--- config.mk ---
export PLATFORM = sky130hd
export DESIGN_NAME = load_align_unit
export DESIGN_NICKNAME = d
export VERILOG_FILES = /design/src/rtl/load_align_unit.sv
export SDC_FILE = /design/constraint.sdc
export NUM_CORES = 1
export LEC_CHECK = 0
export CAP_MARGIN = 30
export CELL_PAD_IN_SITES_DETAIL_PLACEMENT = 1
export CELL_PAD_IN_SITES_GLOBAL_PLACEMENT = 1
export CORE_MARGIN = 5
export CORE_UTILIZATION = 41
export CTS_BUF_LIST = sky130_fd_sc_hd__clkbuf_8 sky130_fd_sc_hd__clkbuf_16
export CTS_CLUSTER_DIAMETER = 120
export DETAILED_ROUTE_END_ITERATION = 8
export MAX_ROUTING_LAYER = met4
export PLACE_DENSITY = 0.89
export SYNTH_ARGS = -nofsm -noshare
export SYNTH_HDL_FRONTEND = slang
export SYNTH_SLANG_ARGS = --single-unit
--- constraint.sdc ---
create_clock -name clk -period 7.7 [get_ports clk]
set_input_delay 1.155 -clock clk [delete_from_list [all_inputs] [get_ports clk]]
set_output_delay 1.155 -clock clk [all_outputs]
set_load 0.1 [all_outputs]
--- src/rtl/load_align_unit.sv ---
// Load align unit: fetches one or two aligned words for a load, then aligns and extends the bytes.
// Latency: response visible 2 cycles after accept (single beat), 3 (split), 1 (fault).
// Backpressure: req_ready is low outside IDLE; the response is held stable until resp_ready.
module load_align_unit #(
  parameter int XLEN        = 32,
  parameter bit MISALIGN_EN = 1'b1
) (
  input  logic            clk,
  input  logic            reset,
  input  logic            req_valid,
  output logic            req_ready,
  input  logic [XLEN-1:0] req_addr,
  input  logic [2:0]      req_funct3,
  output logic            mem_re,
  output logic [XLEN-1:0] mem_addr,
  input  logic [XLEN-1:0] mem_rdata,
  output logic            resp_valid,
  input  logic            resp_ready,
  output logic [XLEN-1:0] resp_data,
  output logic            resp_fault
);

  localparam int NB   = XLEN / 8;
  localparam int OFFW = $clog2(NB);
  localparam logic [XLEN-1:0] WORD_BYTES = XLEN'(NB);

  typedef enum logic [1:0] {
    IDLE  = 2'd0,
    BEAT0 = 2'd1,
    BEAT1 = 2'd2,
    RESP  = 2'd3
  } state_t;

  // Access size in bytes from funct3; 111 decodes to 8 but is rejected as illegal.
  function automatic logic [3:0] f_size(input logic [2:0] f3);
    case (f3[1:0])
      2'b00:   f_size = 4'd1;
      2'b01:   f_size = 4'd2;
      2'b10:   f_size = 4'd4;
      default: f_size = 4'd8;
    endcase
  endfunction

  state_t            r_state;
  state_t            w_next_state;
  logic [OFFW-1:0]   r_offset;
  logic [2:0]        r_funct3;
  logic [XLEN-1:0]   r_aligned;
  logic [XLEN-1:0]   r_lo;
  logic [XLEN-1:0]   r_resp_data;
  logic              r_resp_fault;

  logic [OFFW-1:0]   w_req_offset;
  logic [XLEN-1:0]   w_req_aligned;
  logic [3:0]        w_req_size;
  logic              w_req_illegal;
  logic              w_req_misaligned;
  logic              w_req_fault;
  logic              w_accept;
  logic [3:0]        w_size;
  logic              w_split;
  logic [XLEN-1:0]   w_lo_src;
  logic [XLEN-1:0]   w_hi_src;
  logic [XLEN-1:0]   w_field;
  logic [XLEN-1:0]   w_mask;
  logic              w_sign;
  logic [XLEN-1:0]   w_result;

  // Request decode: size, legality and alignment of the incoming load.
  always_comb begin
    w_req_offset     = req_addr[OFFW-1:0];
    w_req_aligned    = {req_addr[XLEN-1:OFFW], {OFFW{1'b0}}};
    w_req_size       = f_size(req_funct3);
    w_req_illegal    = (req_funct3 == 3'b111) ||
                       ((XLEN == 32) && ((req_funct3 == 3'b011) || (req_funct3 == 3'b110)));
    w_req_misaligned = ((4'(w_req_offset) & (w_req_size - 4'd1)) != 4'd0);
    w_req_fault      = w_req_illegal || (!MISALIGN_EN && w_req_misaligned);
    w_accept         = (r_state == IDLE) && req_valid;
  end

  // Datapath for the captured load: split detection, byte alignment and extension.
  always_comb begin
    w_size  = f_size(r_funct3);
    w_split = (5'(r_offset) + 5'(w_size)) > 5'(NB);
    // In BEAT1 the low word is the captured one and the high word is arriving now.
    if (r_state == BEAT1) begin
      w_lo_src = r_lo;
      w_hi_src = mem_rdata;
    end else begin
      w_lo_src = mem_rdata;
      w_hi_src = '0;
    end
    w_field = XLEN'({w_hi_src, w_lo_src} >> {r_offset, 3'b000});
    case (w_size)
      4'd1: begin
        w_mask = XLEN'(8'hFF);
        w_sign = w_field[7];
      end
      4'd2: begin
        w_mask = XLEN'(16'hFFFF);
        w_sign = w_field[15];
      end
      4'd4: begin
        w_mask = XLEN'(32'hFFFF_FFFF);
        w_sign = w_field[31];
      end
      default: begin
        w_mask = '1;
        w_sign = w_field[XLEN-1];
      end
    endcase
    // funct3[2] selects zero-extension; a full-width mask leaves nothing to extend.
    w_result = (w_field & w_mask) | (~w_mask & {XLEN{w_sign & ~r_funct3[2]}});
  end

  // State register.
  always_ff @(posedge clk) begin
    if (reset) begin
      r_state <= IDLE;
    end else begin
      r_state <= w_next_state;
    end
  end

  // Next-state logic.
  always_comb begin
    w_next_state = r_state;
    case (r_state)
      IDLE:  if (req_valid) w_next_state = w_req_fault ? RESP : BEAT0;
      BEAT0: w_next_state = w_split ? BEAT1 : RESP;
      BEAT1: w_next_state = RESP;
      RESP:  if (resp_ready) w_next_state = IDLE;
      default: w_next_state = IDLE;
    endcase
  end

  // Output logic: memory strobe only on accept or the second beat of a split load.
  always_comb begin
    req_ready  = (r_state == IDLE);
    resp_valid = (r_state == RESP);
    mem_re     = 1'b0;
    mem_addr   = '0;
    if (w_accept && !w_req_fault) begin
      mem_re   = 1'b1;
      mem_addr = w_req_aligned;
    end else if ((r_state == BEAT0) && w_split) begin
      mem_re   = 1'b1;
      mem_addr = r_aligned + WORD_BYTES;
    end
  end

  // Capture request fields, memory beats and the registered response.
  always_ff @(posedge clk) begin
    if (reset) begin
      r_offset     <= '0;
      r_funct3     <= '0;
      r_aligned    <= '0;
      r_lo         <= '0;
      r_resp_data  <= '0;
      r_resp_fault <= 1'b0;
    end else begin
      case (r_state)
        IDLE: begin
          if (req_valid) begin
            r_offset  <= w_req_offset;
            r_funct3  <= req_funct3;
            r_aligned <= w_req_aligned;
            if (w_req_fault) begin
              r_resp_data  <= '0;
              r_resp_fault <= 1'b1;
            end
          end
        end
        BEAT0: begin
          r_lo <= mem_rdata;
          if (!w_split) begin
            r_resp_data  <= w_result;
            r_resp_fault <= 1'b0;
          end
        end
        BEAT1: begin
          r_resp_data  <= w_result;
          r_resp_fault <= 1'b0;
        end
        default: ;
      endcase
    end
  end

  assign resp_data  = r_resp_data;
  assign resp_fault = r_resp_fault;

endmodule

==> impl_metrics.env, run 1 <==
export IMPL_vias_per_cell=5.84
export IMPL_worst_setup_path_type="flop to output port"
export IMPL_ant_nets=0
export IMPL_critical_path_max_fanout=28
export IMPL_yosysWarningCount=0
export IMPL_netlist_top_cell_by_area="sky130_fd_sc_hd__dfxtp_1"
export IMPL_dpl_cells=1020
export IMPL_dominantRegCellSynth="sky130_fd_sc_hd__dfxtp_1"
export IMPL_timing_final_crit_period_ps=5980
export IMPL_synth_yosys_seq_area_share_pct=32.9
export IMPL_largest_net_degree_at_the_start_of_global_routing=57
export IMPL_synthesis_instances=745
export IMPL_placement_rows=45
export IMPL_tightestPinTransition_ps=1060
export IMPL_dpl_worst_slack_ps=2070
export IMPL_clock_skew_ps=7.26
export IMPL_syn_area_per_cell_sq_um=8.33
export IMPL_status="completed"
export IMPL_netlist_cell_type_count=58
export IMPL_tritoncts="yes"
export IMPL_root_buffer="sky130_fd_sc_hd__clkbuf_16"
export IMPL_ctsResizeCount=0
export IMPL_insertedDiodeCount=0
export IMPL_slowest_delay_ps=1170
export IMPL_first_iter_violations=384
export IMPL_die_area_sq_um=17700
export IMPL_timing_hold_worst_path_depth=1
export IMPL_clk_transition_reported_paths_ps=70
export IMPL_grt_pass1_wl_um=33200
export IMPL_antenna_violations_before_repair=0
export IMPL_critical_path_cell_chain="nor2_1, ha_1, inv_1, fa_1, xnor2_1, a32oi_2, or2_2, o21ai_0, clkdlybuf4s50_1"
export IMPL_detailroute_via_count=6048
export IMPL_postSynthRegisterBits=102
export IMPL_tns_ps=0
export IMPL_required_ps=6550
export IMPL_final_number_of_hold_violating_endpoints=0
export IMPL_clock_sinks=102
export IMPL_floorplan_die_width_um=133
export IMPL_worstRegToRegCells=9
export IMPL_min_delay_path_class="flop to flop"
export IMPL_timing_final_setup_violations=0
export IMPL_crit_slowest_cell="sky130_fd_sc_hd__clkdlybuf4s50_1"
export IMPL_cts_inserted_buffers=9
export IMPL_ff2ff_setup_slack_ps=3690
export IMPL_cts_root_to_sink_buffers=2
export IMPL_overall_overflow_remaining_after_global_route=0
export IMPL_yosys_top_cells_count="sky130_fd_sc_hd__nand2_1, sky130_fd_sc_hd__dfxtp_1, sky130_fd_sc_hd__mux2i_1"
export IMPL_worst_hold_path_endpoint="resp_data[24]"
export IMPL_ir_drop_mv=0.228
export IMPL_remaining_drc_errors=0
export IMPL_critical_path_data_arrival_time_ps=4820
export IMPL_vias_in_the_first_global_route=6146
export IMPL_area_delta_synth_final_pct=28.0
export IMPL_port_buffers=136
export IMPL_r2r_end="resp_data[7]"
export IMPL_worst_min_delay_path_startpoint="resp_data[24]"
export IMPL_filler_instances=1751
export IMPL_cts_setup_buffers=0
export IMPL_slew_headroom_pct=29.3
export IMPL_critical_path_startpoint_type="flop"
export IMPL_grt_use_total_pct=23.7
export IMPL_postSynth_asyncResetShare_pct=0
export IMPL_finalWorstSetupSlack_ps=1720
export IMPL_gp_congestion=0.881
export IMPL_wirelength_um=20800
export IMPL_setup_repair_after_global_routing_missed_its_margin="false"
export IMPL_ys_top_cells_by_area="sky130_fd_sc_hd__dfxtp_1, sky130_fd_sc_hd__mux2i_1, sky130_fd_sc_hd__nand2_1, sky130_fd_sc_hd__a21oi_1, sky130_fd_sc_hd__nor2_1"
export IMPL_detail_route_wl_per_cell_um=20.0
export IMPL_cap_viol_max_count=0
export IMPL_cellLeakagePower_uw=0.00271
export IMPL_min_period_over_period_pct=77.7
export IMPL_clock_latency_ps=360
export IMPL_edff_count_synth=0
export IMPL_reg2reg_from="r_funct3[1]"
export IMPL_yosysTopAreaCellShare_pct=32.9
export IMPL_place_hpwl_um=14900
export IMPL_pwr_density_cell_nw_per_um2=396
export IMPL_cts_hold_fix_buffers=0
export IMPL_number_of_nets_in_the_layout=922
export IMPL_floorplan_die_height_um=133
export IMPL_final_max_slew_viol_count=0
export IMPL_pin_count=139
export IMPL_initial_core_util_pct=41.3
export IMPL_clock_tree_htree_level_count=3
export IMPL_instances_no_fill=1036
export IMPL_critical_path_endpoint_type="output port"
export IMPL_core_area_sq_um=15000
export IMPL_layout_cell_share_with_drive_strength_beyond_1_pct=7.08
export IMPL_clock_fmax_mhz=167
export IMPL_iteration_count_of_the_initial_detailed_routing_pass=5
export IMPL_synth_cell_area_sq_um=6200
export IMPL_top_count_cell_post_synth="sky130_fd_sc_hd__nand2_1"
report_power, final:
part	switching [uW]	total, uW	internal (uW)
Combinational	1310	1840	527
Clock	216	519	303
Sequential	121	792	671
registers in the layout (all words and copies together) (netlist names):
name	count
r_offset	2
resp_data	32
r_aligned	30
r_lo	32
resp_fault	1
r_funct3	3
r_state	2
critical path, delay by kind of cell (launching register included):
kind / cells / cell delay, ps
buf+inv: 2 / 1230
fa+ha+maj: 2 / 670
simple gates: 2 / 1190
xor+xnor: 1 / 230
compound gates: 2 / 530
flops: 1 / 610
metal layers:
layer	vias to the layer above	track usage, %	routed length (um)
li1	2854	-	-
met1	2966	31.9	9630
met2	198	37.1	9740
met3	30	3.19	1020
met4	0	7.04	371
met5	-	-	0
worst max-delay path by stage:
stage / from / endpoint / slack [ps] / cells after the start
CTS: r_funct3[1] / mem_addr[10] / 1690 / 9
global placement: req_valid / mem_addr[27] / 2290 / 8
global route: r_funct3[1] / mem_addr[14] / 1480 / 9
floorplan: r_funct3[1] / mem_addr[13] / 1890 / 11
finish: r_funct3[1] / mem_addr[10] / 1720 / 9
detailed placement: r_funct3[1] / mem_addr[10] / 2070 / 9
logic make-up after synthesis:
family / synth area share, %
AOI/OAI and AO/OA: 20.2
xor gates and xnor gates: 4.09
adders and majority gates: 1.73
buffers and inverters: 5.02
DFF: 32.9
muxes: 15.9
other: 0.0604
and+or+nand+nor: 20.1
cell type report:
type	instances	area (sq um)	share of cell area, %
Multi-Input combinational cell	573	3860	48.6
Tap cell	188	235	2.96
Sequential cell	102	2040	25.7
Inverter	12	45.0	0.567
Clock buffer	11	253	3.18
Timing Repair Buffer	145	1420	17.9
Clock inverter	5	81.3	1.02
cell usage in the layout (no fill, tap or decap), types with 6 or more instances in the layout:
| master | n |
|---|---|
| sky130_fd_sc_hd__o21ai_0 | 38 |
| sky130_fd_sc_hd__buf_4 | 9 |
| sky130_fd_sc_hd__dfxtp_1 | 101 |
| sky130_fd_sc_hd__o31ai_1 | 9 |
| sky130_fd_sc_hd__o2bb2ai_1 | 16 |
| sky130_fd_sc_hd__nor2_1 | 59 |
| sky130_fd_sc_hd__nand4_1 | 11 |
| sky130_fd_sc_hd__o22ai_1 | 13 |
| sky130_fd_sc_hd__a211oi_1 | 14 |
| sky130_fd_sc_hd__and2_1 | 14 |
| sky130_fd_sc_hd__clkdlybuf4s50_1 | 135 |
| sky130_fd_sc_hd__xor2_1 | 18 |
| sky130_fd_sc_hd__xnor2_1 | 11 |
| sky130_fd_sc_hd__nor3_1 | 6 |
| sky130_fd_sc_hd__a21oi_1 | 47 |
| sky130_fd_sc_hd__nand3b_1 | 8 |
| sky130_fd_sc_hd__mux2i_1 | 73 |
| sky130_fd_sc_hd__mux4_2 | 7 |
| sky130_fd_sc_hd__nor2b_1 | 10 |
| sky130_fd_sc_hd__and3_1 | 7 |
| sky130_fd_sc_hd__a22oi_1 | 8 |
| sky130_fd_sc_hd__a2111oi_0 | 8 |
| sky130_fd_sc_hd__nand3_1 | 16 |
| sky130_fd_sc_hd__clkbuf_16 | 9 |
| sky130_fd_sc_hd__nand2_1 | 116 |
| sky130_fd_sc_hd__inv_1 | 11 |
per-stage QoR:
step | power [uW] | hold slack [ps] | area, sq um | util, %
global route | 3290 | 492 | 7940 | 52.8
global placement | 2580 | 440 | 7600 | 50.6
CTS | 3160 | 473 | 7940 | 52.8
finish | 3150 | 469 | 7940 | 52.8
floorplan | 2180 | 448 | 6210 | -
detailed placement | 2620 | 445 | 7610 | 50.6
Power figures use the tool's default switching activity.
==> inputs of run 2 (changes only) <==
--- a/config.mk
+++ b/config.mk
@@ -9,12 +9,12 @@
 export CELL_PAD_IN_SITES_DETAIL_PLACEMENT = 1
 export CELL_PAD_IN_SITES_GLOBAL_PLACEMENT = 1
 export CORE_MARGIN = 5
-export CORE_UTILIZATION = 41
+export CORE_UTILIZATION = 34
 export CTS_BUF_LIST = sky130_fd_sc_hd__clkbuf_8 sky130_fd_sc_hd__clkbuf_16
 export CTS_CLUSTER_DIAMETER = 120
 export DETAILED_ROUTE_END_ITERATION = 8
 export MAX_ROUTING_LAYER = met4
-export PLACE_DENSITY = 0.89
+export PLACE_DENSITY = 0.79
 export SYNTH_ARGS = -nofsm -noshare
 export SYNTH_HDL_FRONTEND = slang
 export SYNTH_SLANG_ARGS = --single-unit
==> constraint.sdc (replaced) <==
create_clock -name clk -period 5.1 [get_ports clk]
set_input_delay 0.765 -clock clk [delete_from_list [all_inputs] [get_ports clk]]
set_output_delay 0.765 -clock clk [all_outputs]
set_load 0.1 [all_outputs]
==> impl_metrics.env, run 2 (synthesis gave the netlist of run 1 again) <==
export IMPL_placement_rows=49
export IMPL_min_period_over_period_pct=91.5
export IMPL_layout_cells_most_common="sky130_fd_sc_hd__nand2_1"
export IMPL_final_max_slew_viol_count=0
export IMPL_die_area_sq_um=21100
export IMPL_status="completed"
export IMPL_slew_headroom_pct=30.2
export IMPL_grt_use_total_pct=19.6
export IMPL_dpl_cells=1063
export IMPL_critical_path_endpoint_type="output port"
export IMPL_cellLeakagePower_uw=0.00284
export IMPL_clock_skew_ps=8.38
export IMPL_area_delta_synth_final_pct=30.4
export IMPL_remaining_drc_errors=0
export IMPL_gp_congestion=0.826
export IMPL_largest_net_degree_at_the_start_of_global_routing=56
export IMPL_clock_sinks=102
export IMPL_crit_slowest_cell="sky130_fd_sc_hd__nor2_1"
export IMPL_slowest_delay_ps=630
export IMPL_detailroute_via_count=5815
export IMPL_sequential_share_of_power_pct=24.4
export IMPL_internal_power_uw=2430
export IMPL_antenna_violations_before_repair=0
export IMPL_layout_cell_share_with_drive_strength_beyond_1_pct=11.0
export IMPL_number_of_nets_in_the_layout=925
export IMPL_finalWorstSetupSlack_ps=433
export IMPL_timing_final_setup_violations=0
export IMPL_ctsResizeCount=0
export IMPL_pwr_share_clk_pct=18.3
export IMPL_initial_core_util_pct=34.5
export IMPL_grt_pass1_wl_um=33600
export IMPL_floorplan_die_width_um=145
export IMPL_vias_per_cell=5.38
export IMPL_timing_final_crit_period_ps=4670
export IMPL_final_number_of_hold_violating_endpoints=0
export IMPL_instances_no_fill=1080
export IMPL_dpl_worst_slack_ps=834
export IMPL_critical_path_cell_chain="nor2_1, ha_1, inv_1, fa_1, xnor2_1, a32oi_2, or2_2, o21ai_0, buf_12"
export IMPL_start_point_of_the_critical_path="r_funct3[1]"
export IMPL_mostFrequentLayoutCells="sky130_fd_sc_hd__nand2_1, sky130_fd_sc_hd__clkdlybuf4s50_1, sky130_fd_sc_hd__dfxtp_1, sky130_fd_sc_hd__mux2i_1, sky130_fd_sc_hd__nor2_1"
export IMPL_core_area_sq_um=18000
export IMPL_wirelength_um=20400
export IMPL_power_switching_share_pct=50.5
export IMPL_worst_min_delay_path_startpoint="resp_data[7]"
export IMPL_vias_in_the_first_global_route=6132
export IMPL_p_sw_uw=2470
export IMPL_clock_fmax_mhz=214
export IMPL_floorplan_die_height_um=145
export IMPL_clk_transition_reported_paths_ps=70
export IMPL_cts_root_to_sink_buffers=2
export IMPL_overall_overflow_remaining_after_global_route=0
export IMPL_clock_tree_htree_level_count=3
export IMPL_reg2reg_from="r_funct3[1]"
export IMPL_combPwrFrac_pct=57.3
export IMPL_tritoncts="yes"
export IMPL_pwr_density_cell_nw_per_um2=605
export IMPL_place_hpwl_um=15100
export IMPL_critical_path_data_arrival_time_ps=3900
export IMPL_detailed_route_wire_length_on_metal_1_um=9800
export IMPL_port_buffers=136
export IMPL_root_buffer="sky130_fd_sc_hd__clkbuf_16"
export IMPL_worst_setup_path_type="flop to output port"
export IMPL_setup_repair_after_global_routing_missed_its_margin="false"
export IMPL_critical_path_max_fanout=28
export IMPL_min_delay_path_class="flop to flop"
export IMPL_cts_hold_fix_buffers=0
export IMPL_ant_nets=0
export IMPL_first_iter_violations=329
export IMPL_iteration_count_of_the_initial_detailed_routing_pass=5
export IMPL_detailroute_wirelength_met2_um=9480
export IMPL_topRoutingLayerUsed="met4"
export IMPL_filler_instances=2109
export IMPL_required_ps=4340
export IMPL_critical_path_startpoint_type="flop"
export IMPL_cap_viol_max_count=0
export IMPL_cts_inserted_buffers=9
export IMPL_ir_drop_mv=0.368
export IMPL_insertedDiodeCount=0
export IMPL_tightestPinTransition_ps=1040
export IMPL_pin_count=139
export IMPL_cts_setup_buffers=0
export IMPL_detail_route_wl_per_cell_um=18.9
export IMPL_dr_wl_met3_um=909
export IMPL_clock_latency_ps=360
==> run 2: final timing paths <==
kind | end | slack (ps) | cells after the start
hold reg to reg | resp_data[7] | 470 | 2
setup / recovery | mem_addr[9] | 430 | 9
setup reg to reg | resp_data[7] | 1220 | 9
hold / removal | resp_data[7] | 470 | 2
==> run 2: stage by stage <==
| stage | utilization, % | power (uW) | instance area, sq um | hold WS [ps] | TNS [ps] |
|---|---|---|---|---|---|
| 2_1_floorplan | - | 3300 | 6210 | 448 | -4320 |
| 3_3_place_gp | 42.6 | 3930 | 7650 | 438 | 0 |
| 3_5_place_dp | 42.9 | 4000 | 7700 | 447 | 0 |
| 4_1_cts | 45.0 | 4930 | 8090 | 470 | 0 |
| 5_1_grt | 45.1 | 5140 | 8090 | 492 | 0 |
| 6_report | 45.1 | 4900 | 8090 | 465 | 0 |
==> run 2: per-layer routing <==
metal	global-route usage, %	up-vias
met3	3.31	15
met5	-	-
li1	-	2861
met2	31.0	124
met4	4.20	0
met1	26.5	2815
==> run 2: area by class of cell <==
type	instances	area, sq um	share of cell area [%]
Multi-Input combinational cell	573	3860	47.7
Sequential cell	102	2040	25.2
Timing Repair Buffer	148	1470	18.2
Tap cell	229	287	3.54
Inverter	12	45.0	0.557
Clock buffer	9	225	2.78
Clock inverter	7	160	1.98
==> run 2: power groups by stage <==
| stage | sequential (uW) | clock, uW | combinational (uW) |
|---|---|---|---|
| 2_1_floorplan | 1820 | 0 | 1470 |
| 6_report | 1200 | 897 | 2810 |
| 5_1_grt | 1230 | 947 | 2970 |
| 4_1_cts | 1190 | 915 | 2820 |
| 3_5_place_dp | 1210 | 0 | 2800 |
| 3_3_place_gp | 1200 | 0 | 2730 |
==> run 2: worst max-delay path, delay by kind of cell, from the launching register on <==
family                     cells  cell delay, ps
AOI/OAI and AO/OA              2             610
buffers and inverters          2             280
and+or+nand+nor                2            1170
xor gates and xnor gates       1             230
adders and majority gates      2             660
DFF                            1             570
